File: src/rtl/execute_stage_if.sv
// ID/EX -> EX -> EX/MEM bundle for the execute stage.
// master: the upstream/downstream pipeline side; slave: execute_stage itself.
interface execute_stage_if;
    logic        id_ex_valid;
    logic [3:0]  id_ex_aluop;
    logic        id_ex_alusrc;
    logic [31:0] id_ex_rega;
    logic [31:0] id_ex_regb;
    logic [31:0] id_ex_imm;
    logic        id_ex_readmem;
    logic        id_ex_writemem;
    logic        id_ex_selwsource;
    logic        id_ex_writereg;
    logic [4:0]  id_ex_regdest;
    logic        ex_flush;
    logic        ex_stall;
    logic        ex_mem_readmem;
    logic        ex_mem_writemem;
    logic        ex_mem_selwsource;
    logic        ex_mem_writereg;
    logic [4:0]  ex_mem_regdest;
    logic [31:0] ex_mem_regb;
    logic [31:0] ex_mem_wbvalue;

    modport master (
        output id_ex_valid, id_ex_aluop, id_ex_alusrc, id_ex_rega, id_ex_regb, id_ex_imm,
               id_ex_readmem, id_ex_writemem, id_ex_selwsource, id_ex_writereg, id_ex_regdest,
               ex_flush,
        input  ex_stall, ex_mem_readmem, ex_mem_writemem, ex_mem_selwsource, ex_mem_writereg,
               ex_mem_regdest, ex_mem_regb, ex_mem_wbvalue
    );

    modport slave (
        input  id_ex_valid, id_ex_aluop, id_ex_alusrc, id_ex_rega, id_ex_regb, id_ex_imm,
               id_ex_readmem, id_ex_writemem, id_ex_selwsource, id_ex_writereg, id_ex_regdest,
               ex_flush,
        output ex_stall, ex_mem_readmem, ex_mem_writemem, ex_mem_selwsource, ex_mem_writereg,
               ex_mem_regdest, ex_mem_regb, ex_mem_wbvalue
    );
endinterface

File: src/rtl/execute_stage.sv
// Pipeline execute stage: single-cycle ALU plus iterative MUL (and DIV when
// EXECUTE_DIV_EN is defined), registering results into the EX/MEM outputs.
module execute_stage #(
    parameter int ITER_BITS = 1            // bits retired per busy cycle: 1, 2 or 4
) (
    input  logic           clock,
    input  logic           reset,
    execute_stage_if.slave ex
);
    localparam int N     = 32 / ITER_BITS;
    localparam int CNT_W = $clog2(N);
    localparam logic [CNT_W-1:0] LAST = CNT_W'(N - 1);

    localparam logic [3:0] OP_ADD = 4'd0, OP_SUB = 4'd1, OP_AND = 4'd2, OP_OR  = 4'd3,
                           OP_XOR = 4'd4, OP_SLT = 4'd5, OP_SLL = 4'd6, OP_SRL = 4'd7,
                           OP_LUI = 4'd8, OP_MUL = 4'd9;
`ifdef EXECUTE_DIV_EN
    localparam logic [3:0] OP_DIV = 4'd10;
`endif

    typedef enum logic {IDLE, BUSY} state_t;

    state_t           state_reg;
    logic [CNT_W-1:0] count_reg;
    logic [31:0]      acc_reg, op_a_reg, op_b_reg;
    logic [31:0]      acc_next, op_a_next, op_b_next, mc_result;
    logic             cap_readmem_reg, cap_writemem_reg, cap_selwsource_reg, cap_writereg_reg;
    logic [4:0]       cap_regdest_reg;
    logic [31:0]      cap_regb_reg;
    logic [31:0]      op_b, alu_result;
    logic             start_multi;

    assign op_b = ex.id_ex_alusrc ? ex.id_ex_imm : ex.id_ex_regb;

    always_comb begin
        alu_result = 32'd0;
        case (ex.id_ex_aluop)
            OP_ADD:  alu_result = ex.id_ex_rega + op_b;
            OP_SUB:  alu_result = ex.id_ex_rega - op_b;
            OP_AND:  alu_result = ex.id_ex_rega & op_b;
            OP_OR:   alu_result = ex.id_ex_rega | op_b;
            OP_XOR:  alu_result = ex.id_ex_rega ^ op_b;
            OP_SLT:  alu_result = ($signed(ex.id_ex_rega) < $signed(op_b)) ? 32'd1 : 32'd0;
            OP_SLL:  alu_result = ex.id_ex_rega << op_b[4:0];
            OP_SRL:  alu_result = ex.id_ex_rega >> op_b[4:0];
            OP_LUI:  alu_result = op_b << 16;
            default: alu_result = 32'd0;
        endcase
    end

`ifdef EXECUTE_DIV_EN
    logic is_div_reg;
    assign start_multi = (ex.id_ex_aluop == OP_MUL) || (ex.id_ex_aluop == OP_DIV);
`else
    assign start_multi = (ex.id_ex_aluop == OP_MUL);
`endif

    // Shift-add multiplier: acc accumulates, op_a is the shifting multiplicand,
    // op_b the multiplier consumed LSB first.
    logic [31:0] mul_sum [ITER_BITS+1];
    assign mul_sum[0] = acc_reg;
    genvar gi;
    generate
        for (gi = 0; gi < ITER_BITS; gi++) begin : g_mul
            assign mul_sum[gi+1] = mul_sum[gi] + (op_b_reg[gi] ? (op_a_reg << gi) : 32'd0);
        end
    endgenerate

`ifdef EXECUTE_DIV_EN
    // Restoring divider: acc is the remainder, op_a shifts dividend out and
    // quotient in; a zero divisor naturally produces all-ones.
    logic [31:0] div_rem [ITER_BITS+1];
    logic [31:0] div_quo [ITER_BITS+1];
    assign div_rem[0] = acc_reg;
    assign div_quo[0] = op_a_reg;
    generate
        for (gi = 0; gi < ITER_BITS; gi++) begin : g_div
            logic [32:0] shifted;
            logic        ge;
            assign shifted        = {div_rem[gi], div_quo[gi][31]};
            assign ge             = shifted >= {1'b0, op_b_reg};
            assign div_rem[gi+1]  = ge ? 32'(shifted - {1'b0, op_b_reg}) : shifted[31:0];
            assign div_quo[gi+1]  = {div_quo[gi][30:0], ge};
        end
    endgenerate

    always_comb begin
        acc_next  = mul_sum[ITER_BITS];
        op_a_next = op_a_reg << ITER_BITS;
        op_b_next = op_b_reg >> ITER_BITS;
        mc_result = mul_sum[ITER_BITS];
        if (is_div_reg) begin
            acc_next  = div_rem[ITER_BITS];
            op_a_next = div_quo[ITER_BITS];
            op_b_next = op_b_reg;
            mc_result = div_quo[ITER_BITS];
        end
    end
`else
    always_comb begin
        acc_next  = mul_sum[ITER_BITS];
        op_a_next = op_a_reg << ITER_BITS;
        op_b_next = op_b_reg >> ITER_BITS;
        mc_result = mul_sum[ITER_BITS];
    end
`endif

    assign ex.ex_stall = !reset && !ex.ex_flush &&
                         ((state_reg == IDLE) ? (ex.id_ex_valid && start_multi)
                                              : (count_reg != LAST));

    always_ff @(posedge clock) begin
        if (reset) begin
            state_reg          <= IDLE;
            count_reg          <= '0;
            acc_reg            <= '0;
            op_a_reg           <= '0;
            op_b_reg           <= '0;
            cap_readmem_reg    <= 1'b0;
            cap_writemem_reg   <= 1'b0;
            cap_selwsource_reg <= 1'b0;
            cap_writereg_reg   <= 1'b0;
            cap_regdest_reg    <= '0;
            cap_regb_reg       <= '0;
`ifdef EXECUTE_DIV_EN
            is_div_reg         <= 1'b0;
`endif
            ex.ex_mem_readmem    <= 1'b0;
            ex.ex_mem_writemem   <= 1'b0;
            ex.ex_mem_selwsource <= 1'b0;
            ex.ex_mem_writereg   <= 1'b0;
            ex.ex_mem_regdest    <= '0;
            ex.ex_mem_regb       <= '0;
            ex.ex_mem_wbvalue    <= '0;
        end else begin
            // Bubble unless a branch below produces a real result.
            ex.ex_mem_readmem    <= 1'b0;
            ex.ex_mem_writemem   <= 1'b0;
            ex.ex_mem_selwsource <= 1'b0;
            ex.ex_mem_writereg   <= 1'b0;
            ex.ex_mem_regdest    <= '0;
            ex.ex_mem_regb       <= '0;
            ex.ex_mem_wbvalue    <= '0;
            if (ex.ex_flush) begin
                state_reg <= IDLE;
                count_reg <= '0;
            end else if (state_reg == IDLE) begin
                if (ex.id_ex_valid && start_multi) begin
                    state_reg          <= BUSY;
                    count_reg          <= '0;
                    acc_reg            <= '0;
                    op_a_reg           <= ex.id_ex_rega;
                    op_b_reg           <= op_b;
                    cap_readmem_reg    <= ex.id_ex_readmem;
                    cap_writemem_reg   <= ex.id_ex_writemem;
                    cap_selwsource_reg <= ex.id_ex_selwsource;
                    cap_writereg_reg   <= ex.id_ex_writereg;
                    cap_regdest_reg    <= ex.id_ex_regdest;
                    cap_regb_reg       <= ex.id_ex_regb;
`ifdef EXECUTE_DIV_EN
                    is_div_reg         <= (ex.id_ex_aluop == OP_DIV);
`endif
                end else if (ex.id_ex_valid) begin
                    ex.ex_mem_readmem    <= ex.id_ex_readmem;
                    ex.ex_mem_writemem   <= ex.id_ex_writemem;
                    ex.ex_mem_selwsource <= ex.id_ex_selwsource;
                    ex.ex_mem_writereg   <= ex.id_ex_writereg;
                    ex.ex_mem_regdest    <= ex.id_ex_regdest;
                    ex.ex_mem_regb       <= ex.id_ex_regb;
                    ex.ex_mem_wbvalue    <= alu_result;
                end
            end else begin
                acc_reg   <= acc_next;
                op_a_reg  <= op_a_next;
                op_b_reg  <= op_b_next;
                count_reg <= count_reg + CNT_W'(1);
                if (count_reg == LAST) begin
                    state_reg            <= IDLE;
                    count_reg            <= '0;
                    ex.ex_mem_readmem    <= cap_readmem_reg;
                    ex.ex_mem_writemem   <= cap_writemem_reg;
                    ex.ex_mem_selwsource <= cap_selwsource_reg;
                    ex.ex_mem_writereg   <= cap_writereg_reg;
                    ex.ex_mem_regdest    <= cap_regdest_reg;
                    ex.ex_mem_regb       <= cap_regb_reg;
                    ex.ex_mem_wbvalue    <= mc_result;
                end
            end
        end
    end
endmodule

File: src/flat_wrapper.sv
// flat-port wrapper written by rule: the top's interface ports become plain ports
module execute_stage_flat 
#(
    parameter int ITER_BITS = 1                                                     
)
  (clock, reset, ex_id_ex_valid, ex_id_ex_aluop, ex_id_ex_alusrc, ex_id_ex_rega, ex_id_ex_regb, ex_id_ex_imm, ex_id_ex_readmem, ex_id_ex_writemem, ex_id_ex_selwsource, ex_id_ex_writereg, ex_id_ex_regdest, ex_ex_flush, ex_ex_stall, ex_ex_mem_readmem, ex_ex_mem_writemem, ex_ex_mem_selwsource, ex_ex_mem_writereg, ex_ex_mem_regdest, ex_ex_mem_regb, ex_ex_mem_wbvalue);
  execute_stage_if ex_i ();
  input  logic clock;
  input  logic reset;
  input wire logic [$bits(ex_i.id_ex_valid)-1:0] ex_id_ex_valid;
  input wire logic [$bits(ex_i.id_ex_aluop)-1:0] ex_id_ex_aluop;
  input wire logic [$bits(ex_i.id_ex_alusrc)-1:0] ex_id_ex_alusrc;
  input wire logic [$bits(ex_i.id_ex_rega)-1:0] ex_id_ex_rega;
  input wire logic [$bits(ex_i.id_ex_regb)-1:0] ex_id_ex_regb;
  input wire logic [$bits(ex_i.id_ex_imm)-1:0] ex_id_ex_imm;
  input wire logic [$bits(ex_i.id_ex_readmem)-1:0] ex_id_ex_readmem;
  input wire logic [$bits(ex_i.id_ex_writemem)-1:0] ex_id_ex_writemem;
  input wire logic [$bits(ex_i.id_ex_selwsource)-1:0] ex_id_ex_selwsource;
  input wire logic [$bits(ex_i.id_ex_writereg)-1:0] ex_id_ex_writereg;
  input wire logic [$bits(ex_i.id_ex_regdest)-1:0] ex_id_ex_regdest;
  input wire logic [$bits(ex_i.ex_flush)-1:0] ex_ex_flush;
  output wire logic [$bits(ex_i.ex_stall)-1:0] ex_ex_stall;
  output wire logic [$bits(ex_i.ex_mem_readmem)-1:0] ex_ex_mem_readmem;
  output wire logic [$bits(ex_i.ex_mem_writemem)-1:0] ex_ex_mem_writemem;
  output wire logic [$bits(ex_i.ex_mem_selwsource)-1:0] ex_ex_mem_selwsource;
  output wire logic [$bits(ex_i.ex_mem_writereg)-1:0] ex_ex_mem_writereg;
  output wire logic [$bits(ex_i.ex_mem_regdest)-1:0] ex_ex_mem_regdest;
  output wire logic [$bits(ex_i.ex_mem_regb)-1:0] ex_ex_mem_regb;
  output wire logic [$bits(ex_i.ex_mem_wbvalue)-1:0] ex_ex_mem_wbvalue;
  assign ex_i.id_ex_valid = ex_id_ex_valid;
  assign ex_i.id_ex_aluop = ex_id_ex_aluop;
  assign ex_i.id_ex_alusrc = ex_id_ex_alusrc;
  assign ex_i.id_ex_rega = ex_id_ex_rega;
  assign ex_i.id_ex_regb = ex_id_ex_regb;
  assign ex_i.id_ex_imm = ex_id_ex_imm;
  assign ex_i.id_ex_readmem = ex_id_ex_readmem;
  assign ex_i.id_ex_writemem = ex_id_ex_writemem;
  assign ex_i.id_ex_selwsource = ex_id_ex_selwsource;
  assign ex_i.id_ex_writereg = ex_id_ex_writereg;
  assign ex_i.id_ex_regdest = ex_id_ex_regdest;
  assign ex_i.ex_flush = ex_ex_flush;
  assign ex_ex_stall = ex_i.ex_stall;
  assign ex_ex_mem_readmem = ex_i.ex_mem_readmem;
  assign ex_ex_mem_writemem = ex_i.ex_mem_writemem;
  assign ex_ex_mem_selwsource = ex_i.ex_mem_selwsource;
  assign ex_ex_mem_writereg = ex_i.ex_mem_writereg;
  assign ex_ex_mem_regdest = ex_i.ex_mem_regdest;
  assign ex_ex_mem_regb = ex_i.ex_mem_regb;
  assign ex_ex_mem_wbvalue = ex_i.ex_mem_wbvalue;
  execute_stage #(.ITER_BITS(ITER_BITS)) u_core (.clock(clock), .reset(reset), .ex(ex_i));
endmodule
File: config.mk
export PLATFORM = sky130hd
export DESIGN_NAME = execute_stage_flat
export DESIGN_NICKNAME = d
export VERILOG_FILES = /design/src/rtl/execute_stage_if.sv /design/src/rtl/execute_stage.sv /design/src/flat_wrapper.sv
export SDC_FILE = /design/constraint.sdc
export NUM_CORES = 1
export LEC_CHECK = 0
export ABC_CLOCK_PERIOD_IN_PS = 5100
export BUFFER_PORTS_ARGS = -buffer_cell sky130_fd_sc_hd__buf_4
export CORE_AREA = 3 3 191 193
export DETAILED_ROUTE_END_ITERATION = 8
export DIE_AREA = 0 0 194 196
export GPL_TIMING_DRIVEN = 0
export HOLD_SLACK_MARGIN = 0.08
export PLACE_DENSITY = 0.7
export SYNTH_ARGS = -nofsm -noshare
export SYNTH_HDL_FRONTEND = slang
export SYNTH_SLANG_ARGS = --single-unit
File: constraint.sdc
create_clock -name clock -period 5.1 [get_ports clock]
set_input_delay 0.51 -clock clock [delete_from_list [all_inputs] [get_ports clock]]
set_output_delay 0.51 -clock clock [all_outputs]
set_load 0.01 [all_outputs]
==> results by group <==
Clocking
  – Clock root cell: clkbuf_16
  – Clock Pin Slew Worst Setup and Hold Paths: 60 ps
  – CTS tree: yes
  – CTS H-tree lvls: 1
  – CTS Buf Count: 25
  – # clock sinks: 216
  – Longest Clk Path Bufs: 3
  – Clock Latency Late Sink: 560 ps

Global route
  – M2 GR Usage: 0.6377
  – GRT overflow: 0
  – Met3 Usage GRT: 0.1111
  – Largest net degree at the start of global routing: 20
  – First-pass GRT wire length: 122,600 µm
  – Busiest grt layer: met2
  – GR met1 Demand/Resource: 0.5485
  – Vias in the first global route: 19,400
  – All-Layer GR Usage: 0.4192
  – Initial antenna violation count: 5

Synthesis
  – #FFs+latches synth: 216
  – Sequential fraction of the synthesis area: 0.2432
  – Syn Inst Count: 2,443
  – Syn_area_per_cell: 7.278 µm²
  – EDFF count, synth: 0
  – Synth Cell Area: 17,780 µm²
  – Commonest register cell after synthesis: dfxtp_1
  – Syn Nets: 2,690
  – Synth area leaders: dfxtp_1 (24%), ha_1 (9.1%), mux2i_1 (8.8%)
  – Top cell type's share of synthesized area: 0.2432
  – Yosys cell types: 77
  – Leading area contributor after synthesis: dfxtp_1
  – YS warnings: 0
  – Fraction of registers with async set/reset: 0

Floorplan
  – # IOs: 188
  – Std cell rows: 68
  – Starting Density: 0.5122
  – Core box area: 34,710 µm²
  – Die Height: 196 µm
  – Die W: 194 µm
  – Die area: 38,020 µm²

Timing
  – RSZ-0062 raised after global routing: no
  – Final hold vios: 0
  – Clk_skew: 23.71 ps
  – Fmax: 193.2 MHz
  – Period Utilization, post-route: 1.015
  – Final count of negative-setup-slack endpoints: 3
  – Actual slew at the worst max-slew pin: 1518 ps
  – Setup TNS: -123.2 ps
  – Final Slew Violations: 4
  – Minimum clock period: 5176 ps
  – Worst setup margin: -75.63 ps
  – Max_slew headroom: -0.02288

Placement
  – RD Place Congestion: 1.141
  – Pre-CTS WS: -1840 ps
  – Post-DP HPWL: 67,770 µm
  – Port-buffer cells: 183

Layout
  – Synth-to-Final Area Change: 16.93%
  – Most frequent cells in the layout: nand2_1 (337), nor2_1 (289), a21oi_1 (235)
  – Commonest non-fill, non-tap cell in the layout: nand2_1
  – Share of layout cells above drive strength 1: 0.1175
  – Nets: 2,900

Critical path
  – CP Launch Point: ex_id_ex_alusrc
  – Critical path arrival: 5570 ps
  – Crit path capture type: flip-flop
  – Reg2Reg Setup Slack: 430 ps
  – CP required: 5490 ps
  – Reg2Reg Depth: 8
  – Worst Setup EP: u_core.ex.ex_mem_wbvalue[25]$_SDFF_PN0_
  – Crit start category: input port
  – Worst R2R End: u_core.ex.ex_mem_wbvalue[12]$_SDFF_PN0_
  – Crit-path max FO: 11
  – Worst R2R Start: u_core.state_reg$_SDFF_PN0_
  – Kind of critical path: input port to flip-flop

Job
  – Max Cap Viol: 1

Pwr
  – Final Total Pwr: 5.345 mW
  – Pint: 3.440 mW
  – Flop pwr share: 0.322
  – Sw Ratio: 0.3564
  – Leak pwr: 8.618 nW
  – P_sw: 1.905 mW
  – Power Density: 257.1 nW/µm²
  – Clock share of power: 0.372
  – Max IR drop VDD: 0.2916 mV
  – Combinational power share: 0.305

Hold path
  – Worst min path class: input port to flip-flop

Route
  – Post-route DRC violation count: 0
  – Vias per Instance: 6.699
  – DRT iter0 DRCs: 2,950
  – Drt first pass iters: 7
  – Routed len/inst: 27.21 µm
  – Post-Route WL: 85,120 µm
  – Number of routed nets with antenna violations: 0
  – Via count: 20,950

Outcome
  – Status: complete, but fails checks
  – Failing checks: max-capacitance violations, max-slew violations, negative setup slack
## timing repair
action	CTS	global route
gates resized for setup	16	27
setup endpoints to repair	27	19
pin swaps	0	1
gates cloned	0	0
hold buffers	0	0
buffers inserted	0	2
## cell families after synthesis
logic type | share of synthesized area
and+or+nand+nor | 0.1915
AOI/OAI and AO/OA | 0.2906
buffers and inverters | 0.06073
DFF | 0.2432
muxes | 0.09992
adders and majority gates | 0.09486
xor gates and xnor gates | 0.01921
## worst min-delay path by stage
stage | start | end | slack, ps | cells after the start
3_5_place_dp | u_core.op_b_reg[9]$_SDFFE_PP0P_ | u_core.op_b_reg[9]$_SDFFE_PP0P_ | 440 | 2
5_1_grt | ex_id_ex_regdest[2] | u_core.cap_regdest_reg[2]$_SDFFE_PP0P_ | 200 | 3
2_1_floorplan | u_core.op_b_reg[10]$_SDFFE_PP0P_ | u_core.op_b_reg[10]$_SDFFE_PP0P_ | 430 | 2
4_1_cts | ex_id_ex_regdest[3] | u_core.ex.ex_mem_regdest[3]$_SDFF_PN0_ | 200 | 3
6_report | ex_id_ex_regb[28] | u_core.ex.ex_mem_regb[28]$_SDFF_PN0_ | 210 | 3
3_3_place_gp | u_core.op_b_reg[1]$_SDFFE_PP0P_ | u_core.op_b_reg[1]$_SDFFE_PP0P_ | 440 | 2
## final cells by class
type / instances / area, µm²
Buffer: 172 / 704.4
Antenna cell: 1 / 2.502
Multi-Input combinational cell: 1950 / 12500
Clock buffer: 27 / 643.1
Sequential cell: 216 / 4324
Tap cell: 455 / 569.3
Clock inverter: 19 / 272.8
Timing Repair Buffer: 186 / 1394
Fill cell: 3216 / 13920
Inverter: 102 / 382.9
## cells in the mapped netlist (24+ instances only)
| cell | instances |
|---|---|
| nand2_1 | 337 |
| nor2_1 | 289 |
| a21oi_1 | 237 |
| dfxtp_1 | 216 |
| o21ai_0 | 163 |
| mux2i_1 | 157 |
| clkbuf_1 | 138 |
| ha_1 | 130 |
| inv_1 | 99 |
| a22oi_1 | 73 |
| a211oi_1 | 62 |
| and2_1 | 39 |
| nand3_1 | 39 |
| nor3_1 | 32 |
| xnor2_1 | 28 |
| a31oi_1 | 27 |
| a21o_1 | 25 |
| o211ai_1 | 24 |
## critical path, cell delays in order
cell and delay [ps]:
buf_6 150, mux2i_4 520, clkbuf_2 440, clkbuf_2 480, ha_1 240, nor2_1 70
o311ai_0 640, a21boi_1 250, a2bb2oi_1 410, o211ai_1 160, buf_4 180, a221oi_1 520
o221ai_1 240, a211oi_2 560, o21ai_0 180
## routing by layer
layer,vias to the layer above,part of all wire
met5,-,0.00036
met4,4,0.064
met3,303,0.13
met2,1513,0.42
met1,9957,0.38
li1,9177,-
## power groups by stage
stage	clock network [mW]	logic (mW)	registers [mW]
global route	2.07	1.69	1.72
finish	1.99	1.63	1.72
global placement	0	1.50	1.76
floorplan	0	0.881	1.76
CTS	1.99	1.52	1.72
detailed placement	0	1.51	1.76
## metrics by stage
step / hold WS, ps / utilization / instance area (µm²) / instances
3_5_place_dp: 443.4 / 0.5682 / 19720 / 3081
6_report: 205.4 / 0.5989 / 20790 / 3128
3_3_place_gp: 437.8 / 0.5682 / 19720 / 3081
5_1_grt: 204.2 / 0.5989 / 20790 / 3127
2_1_floorplan: 432.1 / - / 17780 / 2443
4_1_cts: 197.4 / 0.5961 / 20690 / 3126
No activity file was read; power rests on OpenSTA's default activity.
